[src/rtl/battlefront_calc.sv]
// battlefront_calc: per-tick lane scan that finds each side's front unit and issues damage/move strobes.
// Optional base-health tracking and game-over detection are enabled with `define BATTLEFRONT_BASE_DMG_EN.
module battlefront_calc #(
    parameter int         NUM_UNITS = 4,
    parameter logic [8:0] FIELD_MAX = 9'd480
) (
    input  logic                   clk,
    input  logic                   reset,
    input  logic                   gameClk,
    input  logic [9*NUM_UNITS-1:0] playerPos,
    input  logic [2*NUM_UNITS-1:0] playerType,
    input  logic [8*NUM_UNITS-1:0] playerDmg,
    input  logic [9*NUM_UNITS-1:0] enemyPos,
    input  logic [2*NUM_UNITS-1:0] enemyType,
    input  logic [8*NUM_UNITS-1:0] enemyDmg,
    output logic [8:0]             playerFront,
    output logic [8:0]             enemyFront,
    output logic [7:0]             dmgToPlayer,
    output logic [7:0]             dmgToEnemy,
    output logic [NUM_UNITS-1:0]   playerDamageSCEN,
    output logic [NUM_UNITS-1:0]   enemyDamageSCEN,
    output logic                   moveSCEN,
`ifdef BATTLEFRONT_BASE_DMG_EN
    output logic [7:0]             playerBaseHealth,
    output logic [7:0]             enemyBaseHealth,
    output logic [1:0]             gameOver,
`endif
    output logic                   busy
);

    localparam int IDX_W = (NUM_UNITS > 1) ? $clog2(NUM_UNITS) : 1;
    localparam logic [IDX_W-1:0] LAST_IDX = IDX_W'(NUM_UNITS - 1);

    typedef enum logic [1:0] {
        QIdle   = 2'd0,
        QScan   = 2'd1,
        QDamage = 2'd2,
        QMove   = 2'd3
    } state_t;

    function automatic logic [9:0] sat_add10(input logic [9:0] acc, input logic [7:0] val);
        logic [10:0] sum;
        sum = {1'b0, acc} + {3'b000, val};
        if (sum[10]) begin
            return 10'h3FF;
        end else begin
            return sum[9:0];
        end
    endfunction

    function automatic logic [7:0] clamp8(input logic [9:0] acc);
        if (acc > 10'd255) begin
            return 8'hFF;
        end else begin
            return acc[7:0];
        end
    endfunction

    function automatic logic [NUM_UNITS-1:0] onehot(input logic [IDX_W-1:0] idx);
        logic [NUM_UNITS-1:0] vec;
        for (int k = 0; k < NUM_UNITS; k++) begin
            vec[k] = (idx == IDX_W'(k));
        end
        return vec;
    endfunction

    state_t                 state_q, state_d;
    logic                   game_clk_q;
    logic                   tick_s, start_s, halt_s;
    logic [IDX_W-1:0]       idx_q, idx_d;
    logic [8:0]             p_best_q, p_best_d, e_best_q, e_best_d;
    logic [IDX_W-1:0]       p_idx_q, p_idx_d, e_idx_q, e_idx_d;
    logic                   p_found_q, p_found_d, e_found_q, e_found_d;
    logic [9:0]             p_acc_q, p_acc_d, e_acc_q, e_acc_d;
    logic [8:0]             player_front_q, player_front_d, enemy_front_q, enemy_front_d;
    logic [7:0]             dmg_to_player_q, dmg_to_player_d, dmg_to_enemy_q, dmg_to_enemy_d;
    logic [NUM_UNITS-1:0]   p_scen_q, p_scen_d, e_scen_q, e_scen_d;
    logic                   move_q, move_d, busy_q, busy_d;

    logic [8:0]             p_pos_s, e_pos_s;
    logic [7:0]             p_dmg_s, e_dmg_s;
    logic                   p_live_s, e_live_s, p_take_s, e_take_s;
    logic [8:0]             p_best_n_s, e_best_n_s;
    logic [IDX_W-1:0]       p_idx_n_s, e_idx_n_s;
    logic                   p_found_n_s, e_found_n_s;
    logic [9:0]             p_acc_n_s, e_acc_n_s;
    logic [7:0]             dmg_to_enemy_n_s, dmg_to_player_n_s;

`ifdef BATTLEFRONT_BASE_DMG_EN
    function automatic logic [7:0] sub_sat8(input logic [7:0] a, input logic [7:0] b);
        if (b > a) begin
            return 8'd0;
        end else begin
            return a - b;
        end
    endfunction

    logic [7:0] p_health_q, p_health_d, e_health_q, e_health_d;
    logic [1:0] game_over_q, game_over_d;

    assign halt_s = |game_over_q;
`else
    assign halt_s = 1'b0;
`endif

    assign tick_s  = gameClk & ~game_clk_q;
    assign start_s = tick_s & ~halt_s;

    // Slot under scan on both sides.
    always_comb begin
        p_pos_s  = playerPos[9*idx_q +: 9];
        p_live_s = (playerType[2*idx_q +: 2] != 2'b00);
        p_dmg_s  = playerDmg[8*idx_q +: 8];
        e_pos_s  = enemyPos[9*idx_q +: 9];
        e_live_s = (enemyType[2*idx_q +: 2] != 2'b00);
        e_dmg_s  = enemyDmg[8*idx_q +: 8];
    end

    // Best-so-far and damage sums including the current slot; the first live unit always
    // claims the slot so a unit standing on its own base can still receive the strobe.
    always_comb begin
        p_take_s = p_live_s & (~p_found_q | (p_pos_s < p_best_q));
        e_take_s = e_live_s & (~e_found_q | (e_pos_s > e_best_q));
        if (p_take_s) begin
            p_best_n_s = p_pos_s;
            p_idx_n_s  = idx_q;
        end else begin
            p_best_n_s = p_best_q;
            p_idx_n_s  = p_idx_q;
        end
        if (e_take_s) begin
            e_best_n_s = e_pos_s;
            e_idx_n_s  = idx_q;
        end else begin
            e_best_n_s = e_best_q;
            e_idx_n_s  = e_idx_q;
        end
        p_found_n_s = p_found_q | p_live_s;
        e_found_n_s = e_found_q | e_live_s;
        if (p_live_s) begin
            p_acc_n_s = sat_add10(p_acc_q, p_dmg_s);
        end else begin
            p_acc_n_s = p_acc_q;
        end
        if (e_live_s) begin
            e_acc_n_s = sat_add10(e_acc_q, e_dmg_s);
        end else begin
            e_acc_n_s = e_acc_q;
        end
        dmg_to_enemy_n_s  = clamp8(p_acc_n_s);
        dmg_to_player_n_s = clamp8(e_acc_n_s);
    end

    // Next-state logic.
    always_comb begin
        state_d = state_q;
        case (state_q)
            QIdle: begin
                if (start_s) begin
                    state_d = QScan;
                end else begin
                    state_d = QIdle;
                end
            end
            QScan: begin
                if (idx_q == LAST_IDX) begin
                    state_d = QDamage;
                end else begin
                    state_d = QScan;
                end
            end
            QDamage: state_d = QMove;
            QMove:   state_d = QIdle;
            default: state_d = QIdle;
        endcase
    end

    // Scan datapath and registered outputs; results load on the last scan cycle so they show in QDamage.
    always_comb begin
        idx_d           = idx_q;
        p_best_d        = p_best_q;
        e_best_d        = e_best_q;
        p_idx_d         = p_idx_q;
        e_idx_d         = e_idx_q;
        p_found_d       = p_found_q;
        e_found_d       = e_found_q;
        p_acc_d         = p_acc_q;
        e_acc_d         = e_acc_q;
        player_front_d  = player_front_q;
        enemy_front_d   = enemy_front_q;
        dmg_to_player_d = dmg_to_player_q;
        dmg_to_enemy_d  = dmg_to_enemy_q;
        p_scen_d        = {NUM_UNITS{1'b0}};
        e_scen_d        = {NUM_UNITS{1'b0}};
        move_d          = 1'b0;
        case (state_q)
            QIdle: begin
                if (start_s) begin
                    idx_d     = {IDX_W{1'b0}};
                    p_best_d  = FIELD_MAX;
                    e_best_d  = 9'd0;
                    p_idx_d   = {IDX_W{1'b0}};
                    e_idx_d   = {IDX_W{1'b0}};
                    p_found_d = 1'b0;
                    e_found_d = 1'b0;
                    p_acc_d   = 10'd0;
                    e_acc_d   = 10'd0;
                end else begin
                    idx_d = idx_q;
                end
            end
            QScan: begin
                idx_d     = idx_q + IDX_W'(1);
                p_best_d  = p_best_n_s;
                e_best_d  = e_best_n_s;
                p_idx_d   = p_idx_n_s;
                e_idx_d   = e_idx_n_s;
                p_found_d = p_found_n_s;
                e_found_d = e_found_n_s;
                p_acc_d   = p_acc_n_s;
                e_acc_d   = e_acc_n_s;
                if (idx_q == LAST_IDX) begin
                    idx_d           = {IDX_W{1'b0}};
                    player_front_d  = p_best_n_s;
                    enemy_front_d   = e_best_n_s;
                    dmg_to_enemy_d  = dmg_to_enemy_n_s;
                    dmg_to_player_d = dmg_to_player_n_s;
                    if (e_found_n_s && (dmg_to_enemy_n_s != 8'd0)) begin
                        e_scen_d = onehot(e_idx_n_s);
                    end else begin
                        e_scen_d = {NUM_UNITS{1'b0}};
                    end
                    if (p_found_n_s && (dmg_to_player_n_s != 8'd0)) begin
                        p_scen_d = onehot(p_idx_n_s);
                    end else begin
                        p_scen_d = {NUM_UNITS{1'b0}};
                    end
                end else begin
                    player_front_d = player_front_q;
                end
            end
            QDamage: move_d = 1'b1;
            QMove:   move_d = 1'b0;
            default: move_d = 1'b0;
        endcase
        busy_d = (state_d != QIdle);
    end

`ifdef BATTLEFRONT_BASE_DMG_EN
    // Damage aimed at an empty side lands on that side's base.
    always_comb begin
        p_health_d = p_health_q;
        e_health_d = e_health_q;
        if (state_q == QDamage) begin
            if (!e_found_q) begin
                e_health_d = sub_sat8(e_health_q, dmg_to_enemy_q);
            end else begin
                e_health_d = e_health_q;
            end
            if (!p_found_q) begin
                p_health_d = sub_sat8(p_health_q, dmg_to_player_q);
            end else begin
                p_health_d = p_health_q;
            end
        end else begin
            p_health_d = p_health_q;
        end
        game_over_d = game_over_q | {(e_health_d == 8'd0), (p_health_d == 8'd0)};
    end
`endif

    // FSM state register.
    always_ff @(posedge clk) begin
        if (reset) begin
            state_q <= QIdle;
        end else begin
            state_q <= state_d;
        end
    end

    // Game-tick history is captured every cycle so a level held through reset is not a new edge.
    always_ff @(posedge clk) begin
        game_clk_q <= gameClk;
    end

    // Datapath and output registers.
    always_ff @(posedge clk) begin
        if (reset) begin
            idx_q           <= {IDX_W{1'b0}};
            p_best_q        <= FIELD_MAX;
            e_best_q        <= 9'd0;
            p_idx_q         <= {IDX_W{1'b0}};
            e_idx_q         <= {IDX_W{1'b0}};
            p_found_q       <= 1'b0;
            e_found_q       <= 1'b0;
            p_acc_q         <= 10'd0;
            e_acc_q         <= 10'd0;
            player_front_q  <= FIELD_MAX;
            enemy_front_q   <= 9'd0;
            dmg_to_player_q <= 8'd0;
            dmg_to_enemy_q  <= 8'd0;
            p_scen_q        <= {NUM_UNITS{1'b0}};
            e_scen_q        <= {NUM_UNITS{1'b0}};
            move_q          <= 1'b0;
            busy_q          <= 1'b0;
`ifdef BATTLEFRONT_BASE_DMG_EN
            p_health_q      <= 8'd255;
            e_health_q      <= 8'd255;
            game_over_q     <= 2'b00;
`endif
        end else begin
            idx_q           <= idx_d;
            p_best_q        <= p_best_d;
            e_best_q        <= e_best_d;
            p_idx_q         <= p_idx_d;
            e_idx_q         <= e_idx_d;
            p_found_q       <= p_found_d;
            e_found_q       <= e_found_d;
            p_acc_q         <= p_acc_d;
            e_acc_q         <= e_acc_d;
            player_front_q  <= player_front_d;
            enemy_front_q   <= enemy_front_d;
            dmg_to_player_q <= dmg_to_player_d;
            dmg_to_enemy_q  <= dmg_to_enemy_d;
            p_scen_q        <= p_scen_d;
            e_scen_q        <= e_scen_d;
            move_q          <= move_d;
            busy_q          <= busy_d;
`ifdef BATTLEFRONT_BASE_DMG_EN
            p_health_q      <= p_health_d;
            e_health_q      <= e_health_d;
            game_over_q     <= game_over_d;
`endif
        end
    end

    assign playerFront      = player_front_q;
    assign enemyFront       = enemy_front_q;
    assign dmgToPlayer      = dmg_to_player_q;
    assign dmgToEnemy       = dmg_to_enemy_q;
    assign playerDamageSCEN = p_scen_q;
    assign enemyDamageSCEN  = e_scen_q;
    assign moveSCEN         = move_q;
    assign busy             = busy_q;
`ifdef BATTLEFRONT_BASE_DMG_EN
    assign playerBaseHealth = p_health_q;
    assign enemyBaseHealth  = e_health_q;
    assign gameOver         = game_over_q;
`endif

endmodule

[config.mk]
export PLATFORM = sky130hd
export DESIGN_NAME = battlefront_calc
export DESIGN_NICKNAME = d
export VERILOG_FILES = /design/src/rtl/battlefront_calc.sv
export SDC_FILE = /design/constraint.sdc
export NUM_CORES = 1
export LEC_CHECK = 0
export BUFFER_PORTS_ARGS = -buffer_cell sky130_fd_sc_hd__buf_2
export CORE_MARGIN = 4
export CORE_UTILIZATION = 46
export CTS_BUF_LIST = sky130_fd_sc_hd__clkbuf_2 sky130_fd_sc_hd__clkbuf_4 sky130_fd_sc_hd__clkbuf_8
export CTS_CLUSTER_SIZE = 14
export DETAILED_ROUTE_END_ITERATION = 8
export PLACE_DENSITY_LB_ADDON = 0.2
export SLEW_MARGIN = 20
export SYNTH_ARGS = -nofsm -noshare
export SYNTH_HDL_FRONTEND = slang
export SYNTH_SLANG_ARGS = --single-unit
[constraint.sdc]
create_clock -name clk -period 3.95 [get_ports clk]
set_input_delay 0.1975 -clock clk [delete_from_list [all_inputs] [get_ports clk]]
set_output_delay 0.1975 -clock clk [all_outputs]
set_load 0.005 [all_outputs]
[Word-level counts from Yosys, hierarchy flattened]
Cells that the tools add are included.
Operators by class
  shift operators: 6
  bitwise operators: 14
  add/sub/neg operators: 3
  equality and inequality tests: 11
  multiplexer cells: 29
  $lt $le $gt $ge: 4
  reduce and logical (&&, ||, !) cells: 15
  multiply operators: 1
Operators with widths (count)
  36-bit by 7-bit indexed part select with 9-bit output: 2
  32-bit by 6-bit indexed part select with 8-bit output: 2
  10-bit two-way mux: 5
  10-bit one-hot mux with 2 select lines: 2
  9-bit two-way mux: 4
  9-bit one-hot mux with 2 select lines: 2
  10-bit by 8-bit adder with 11-bit output: 2
  10-bit by 8-bit greater-than comparator with 1-bit output, second input constant: 2
  8-bit two-way mux: 2
  8-bit nonzero test: 2
  8-bit by 4-bit indexed part select with 2-bit output: 2
  2-bit equality test, second input constant: 7
  2-bit one-hot mux with 2 select lines: 3
  2-bit two-way mux: 5
  9-bit greater-than comparator: 1
  9-bit < comparator: 1
  2-bit one-hot mux with 4 select lines: 1
  2-bit nonzero test: 4
  4-bit OR reduction: 2
  1-bit NOT: 7
  2-bit by 1-bit equality test with 1-bit output, second input constant: 3
  2-bit logical NOT: 3
  4-bit by 2-bit multiplier with 6-bit output, first input constant: 1
  1-bit OR: 4
  other kinds (7): 14
Storage, ports and cells
  output and inout port bits: 44
  input port bits: 155
  word-level logic and storage cells: 102
  register bits: 93

[Logic depth before layout (Yosys ltp)]
  depth in word-level cells: 10
  depth in mapped cells: 15
  gate-level depth less buffers: 10

[Least setup slack after synthesis]
No wires, ideal clock.
  path kind: reg2reg
  start point: register idx_q[1]
  end point: register dmg_to_enemy_q[0] (netlist: dmgToEnemy[0])
  clock period less this slack: 4172 ps
  setup time: 131 ps
  data arrival time: 4041 ps
  slack: -222 ps
  cell stages (with the launch flop): 15
  data required time: 3819 ps
  buffers on the path: 5
  cells stage by stage: dfxtp_1 buf_2 buf_1 buf_1 clkbuf_1 mux4_2 ha_1 a21oi_1 o2bb2ai_1 o41ai_1 nor4b_1 or2_2 clkbuf_1 nor3b_1 nor3_1
On the way
  cells in the longest elaborated chain, start to end: 6
  elaborated cells between the ends (all ways): 10
  those cells by class: add/sub: 1; order compare: 1; eq/ne: 1; shift: 2; mux: 3; reduce/logical: 2
Ends and longest elaborated chain
  start, declared: line 70  | logic [IDX_W-1:0] idx_q, idx_d;
  start signal, assigned: line 289  | idx_q <= {IDX_W{1'b0}};
  start signal, assigned: line 312  | idx_q <= idx_d;
  32-bit by 6-bit indexed part select with 8-bit output: line 113  | p_dmg_s = playerDmg[8*idx_q +: 8];
  10-bit by 8-bit adder with 11-bit output: line 43  | sum = {1'b0, acc} + {3'b000, val};
  10-bit two-way mux: line 44  | if (sum[10]) begin
  10-bit two-way mux: line 140  | if (p_live_s) begin
  10-bit by 8-bit greater-than comparator with 1-bit output: line 52  | if (acc > 10'd255) begin
  8-bit two-way mux: line 52
  end signal, assigned: line 324  | dmg_to_enemy_q <= dmg_to_enemy_d;
  end, declared: line 76  | logic [7:0] dmg_to_player_q, dmg_to_player_d, dmg_to_enemy_q, dmg_to_enemy_d;
Parallel ways exist; a longest one is shown, timed or not.
A chain may end at the register's enable or synchronous reset.

[Final worst setup path]
  start point: register idx_q[0]
  end point: register e_scen_q[2] (netlist: enemyDamageSCEN[2])
On the way
  cells in the longest elaborated chain, start to end: 10
  elaborated cells between the ends (all ways): 24
  those cells by class: add/sub: 1; mul: 1; order compare: 2; eq/ne: 2; shift: 4; mux: 4; bitwise: 5; reduce/logical: 5
Ends and longest elaborated chain
  parallel branches: the longest is 10 deep, another holds 9-bit greater-than comparator
  end signal, assigned: line 303  | e_scen_q <= {NUM_UNITS{1'b0}};
  end signal, assigned: line 326  | e_scen_q <= e_scen_d;
  end, declared: line 77  | logic [NUM_UNITS-1:0] p_scen_q, p_scen_d, e_scen_q, e_scen_d;
Several ways; the timed one is not identified.

==> reports/qor.csv <==
stage,metric,value,unit
status,status,finished clean,
drt,drt first pass iters,5,
grt,GRT overflow,0,
finish,share of cells above drive strength 1,33.5,%
drt,Vias per Instance,5.83,
setup_path,kind of start point of the critical path,flop,
die,DIE WIDTH,124,um
job,Max-Cap Viols,0,
pwr,VDD IR max,163,uV
grt,vias in the first global route,5922,
synth,Syn Area/Cell,8.98,um^2
synth,synthesized area,0.00617,mm^2
place,IO Port Bufs,198,
place,RD Place Congestion,0.882,
die,core box area,0.0132,mm^2
synth,multiplexer share of the synthesized area,16.8,%
synth,Synth Flop Type,dfxtp_1,
sta,Max Fclk,270,MHz
grt,largest net degree at the start of global routing,76,
clock_network,Max Root-Sink Buffers,2,
pwr,leak pwr,3.31,nW
synth,unique cell type count in the Yosys netlist,68,
drt,Starting DRT DRC Count,382,
synth,syn nets,878,
die,Die Height,124,um
finish,Layout area overhead,23.6,%
sta,Setup-failing EPs final,0,
place,HPWL Detailed,14500,um
pwr,combinational share of power,27.8,%
sta,Final Cycle Share,93.8,%
clock_network,CTS buffer count,9,
synth,Yosys reg bits,93,
clock_network,Max H-tree Level,3,
drt,Post-DRT Antenna Nets,0,
drt,routed vias,6162,
drt,WL/cell,17.6,um
clock_network,CTS tree,done,
min_path,Hold WC Path Type,in -> reg,
die,I/O pins,199,
clock_network,clk slew on worst S/H paths,0.09,ns
sta,slew margin rel.,31.8,%
synth,Synth Area in Simple Gates,19.0,%
drt,DR DRC count,0,
sta,minimum clock period,3.70,ns
sta,Final Hold Fails,0,
clock_network,clock root buffer,clkbuf_8,
synth,post-synthesis cell count,687,
synth,register area share after synthesis,30.2,%
pwr,Reg power frac,41.7,%
sta,Final Slew Violations,0,
grt,first-pass GRT wire length,28400,um
synth,Synth Area in Adders,7.54,%
pwr,Sw Share,31.0,%
synth,xor and xnor area share after synthesis,0.851,%
die,# rows,42,
sta,Worst Clk Skew,0.0143,ns
synth,complex-gate fraction of the synthesized area,21.3,%
setup_path,critical path capture point type,flop,
die,Die ar.,0.0153,mm^2
finish,Final #Nets,1067,
sta,Fin Setup TNS,0,ns
clock_network,postcts setup bufs,0,
synth,synth warn,0,
finish,fin cells,1057,
pwr,Internal,0.00165,W
pwr,NetSw,0.000742,W
grt,GRT Overall Usage,23.5,%
synth,main combinational cell family by area after synthesis,compound AO/OA/AOI/OAI gates,
sta,RSZ-0062 raised after global routing,no,
pwr,clock power share,30.5,%
place,placed instance count,1040,
sta,worst-margin pin slew,1.02,ns
drt,WL final,18600,um
synth,ys async rst share,0,%
setup_path,crit path kind,reg -> reg,
die,starting density of the core,46.8,%
clock_network,CTS Sinks,93,
grt,antenna violations before repair,0,
finish,# diodes,0,
setup_path,CP required,4.20,ns
setup_path,worst path arrival time,3.95,ns
setup_path,"Max FO, Critical Path",16,
pwr,PD cells,314,mW/mm^2
clock_network,worst skew pair latency,0.38,ns
synth,Post-synth EDFFs,0,
## critical path: stages (launching register included)
cell,delay [ns]
dfxtp_4,0.57
buf_4,0.30
mux4_2,0.53
ha_1,0.39
and4_1,0.24
a221oi_1,0.24
o21ai_0,0.17
a2111oi_0,0.57
o32ai_1,0.19
a21oi_1,0.30
nor3b_1,0.09
## routing by layer
metal	wire [um]	vias up	global-route usage (%)
li1	-	2963	-
met1	7860	2943	29.1
met2	9230	231	42.0
met3	1170	25	2.45
met4	332	0	8.72
met5	0	-	0
## cell families (layout without fill, tap and decap cells)
family,Yosys count,after routing
flops,93,93
mux,58,58
simple gates,245,245
fa+ha+maj,36,36
buf+inv,67,261
compound gates,182,182
xor+xnor,6,6
## registers in the layout (all words and copies together), names as in the netlist, 2 cells and up
register,count
dmgToEnemy,8
dmgToPlayer,8
e_acc_q,10
e_best_q,9
e_idx_q,2
enemyDamageSCEN,4
enemyFront,9
idx_q,2
p_acc_q,10
p_best_q,9
p_idx_q,2
playerDamageSCEN,4
playerFront,9
state_q,2
## synthesized netlist by cell type (all sizes together), types with 19 or more instances
| master | count | area (um^2) |
|---|---|---|
| mux2i | 21 | 210 |
| clkbuf | 26 | 97.6 |
| nor3 | 41 | 205 |
| dfxtp | 93 | 1860 |
| mux4 | 36 | 811 |
| a21oi | 41 | 205 |
| nor2 | 93 | 349 |
| nand3 | 26 | 130 |
| ha | 34 | 425 |
| inv | 27 | 101 |
| a211oi | 22 | 165 |
| nand2 | 34 | 130 |
| o21ai | 19 | 95.1 |
## area by class of cell
cell class / count / area (um^2)
fillers: 1262 / 5560
inverters: 27 / 101
multi-input cells: 527 / 4060
well taps: 176 / 220
flip-flops and latches: 93 / 1870
clock inverters: 6 / 93.8
repair buffers: 218 / 1160
clock buffers: 10 / 138
## power by group through the flow
stage	registers [W]	clock network [W]	logic, W
2_1_floorplan	0.00100	0	0.000469
3_3_place_gp	0.00102	0	0.000650
3_5_place_dp	0.00102	0	0.000661
4_1_cts	0.000998	0.000740	0.000666
5_1_grt	0.00100	0.000781	0.000736
6_report	0.000998	0.000732	0.000666
## per-stage QoR
step / setup WS [ns] / utilization, % / hold WS (ns) / power [W] / area [um^2]
floorplan: 0.0253 / - / 0.225 / 0.00147 / 6180
global placement: 0.308 / 55.9 / 0.335 / 0.00167 / 7380
detailed placement: 0.303 / 55.9 / 0.346 / 0.00168 / 7380
CTS: 0.277 / 57.8 / 0.257 / 0.00240 / 7620
global route: 0.0538 / 57.9 / 0.269 / 0.00252 / 7630
finish: 0.245 / 57.9 / 0.263 / 0.00240 / 7630
## cell usage in the layout (no fill, tap or decap), types with 22 or more instances in the layout
cell	netlist	layout
a21oi_1	41	41
nand3_1	26	26
nor3_1	41	40
ha_1	34	34
mux4_2	36	36
a211oi_1	22	22
dfxtp_1	93	91
buf_2	8	198
nor2_1	93	93
nand2_1	33	33
inv_1	26	26
## timing repair
item	CTS	global route
resized for setup	0	1
setup endpoints to repair	0	2
hold buffers	1	0
hold endpoints to repair	1	0
## worst paths after layout
path | depth (start not counted) | slack, ns | end | start
setup / recovery | 10 | 0.25 | enemyDamageSCEN[2] | idx_q[0]
hold / removal | 3 | 0.26 | playerFront[6] | reset
setup reg to reg | 10 | 0.25 | enemyDamageSCEN[2] | idx_q[0]
hold reg to reg | 2 | 0.49 | p_best_q[2] | p_best_q[2]
Power figures use the tool's default switching activity.
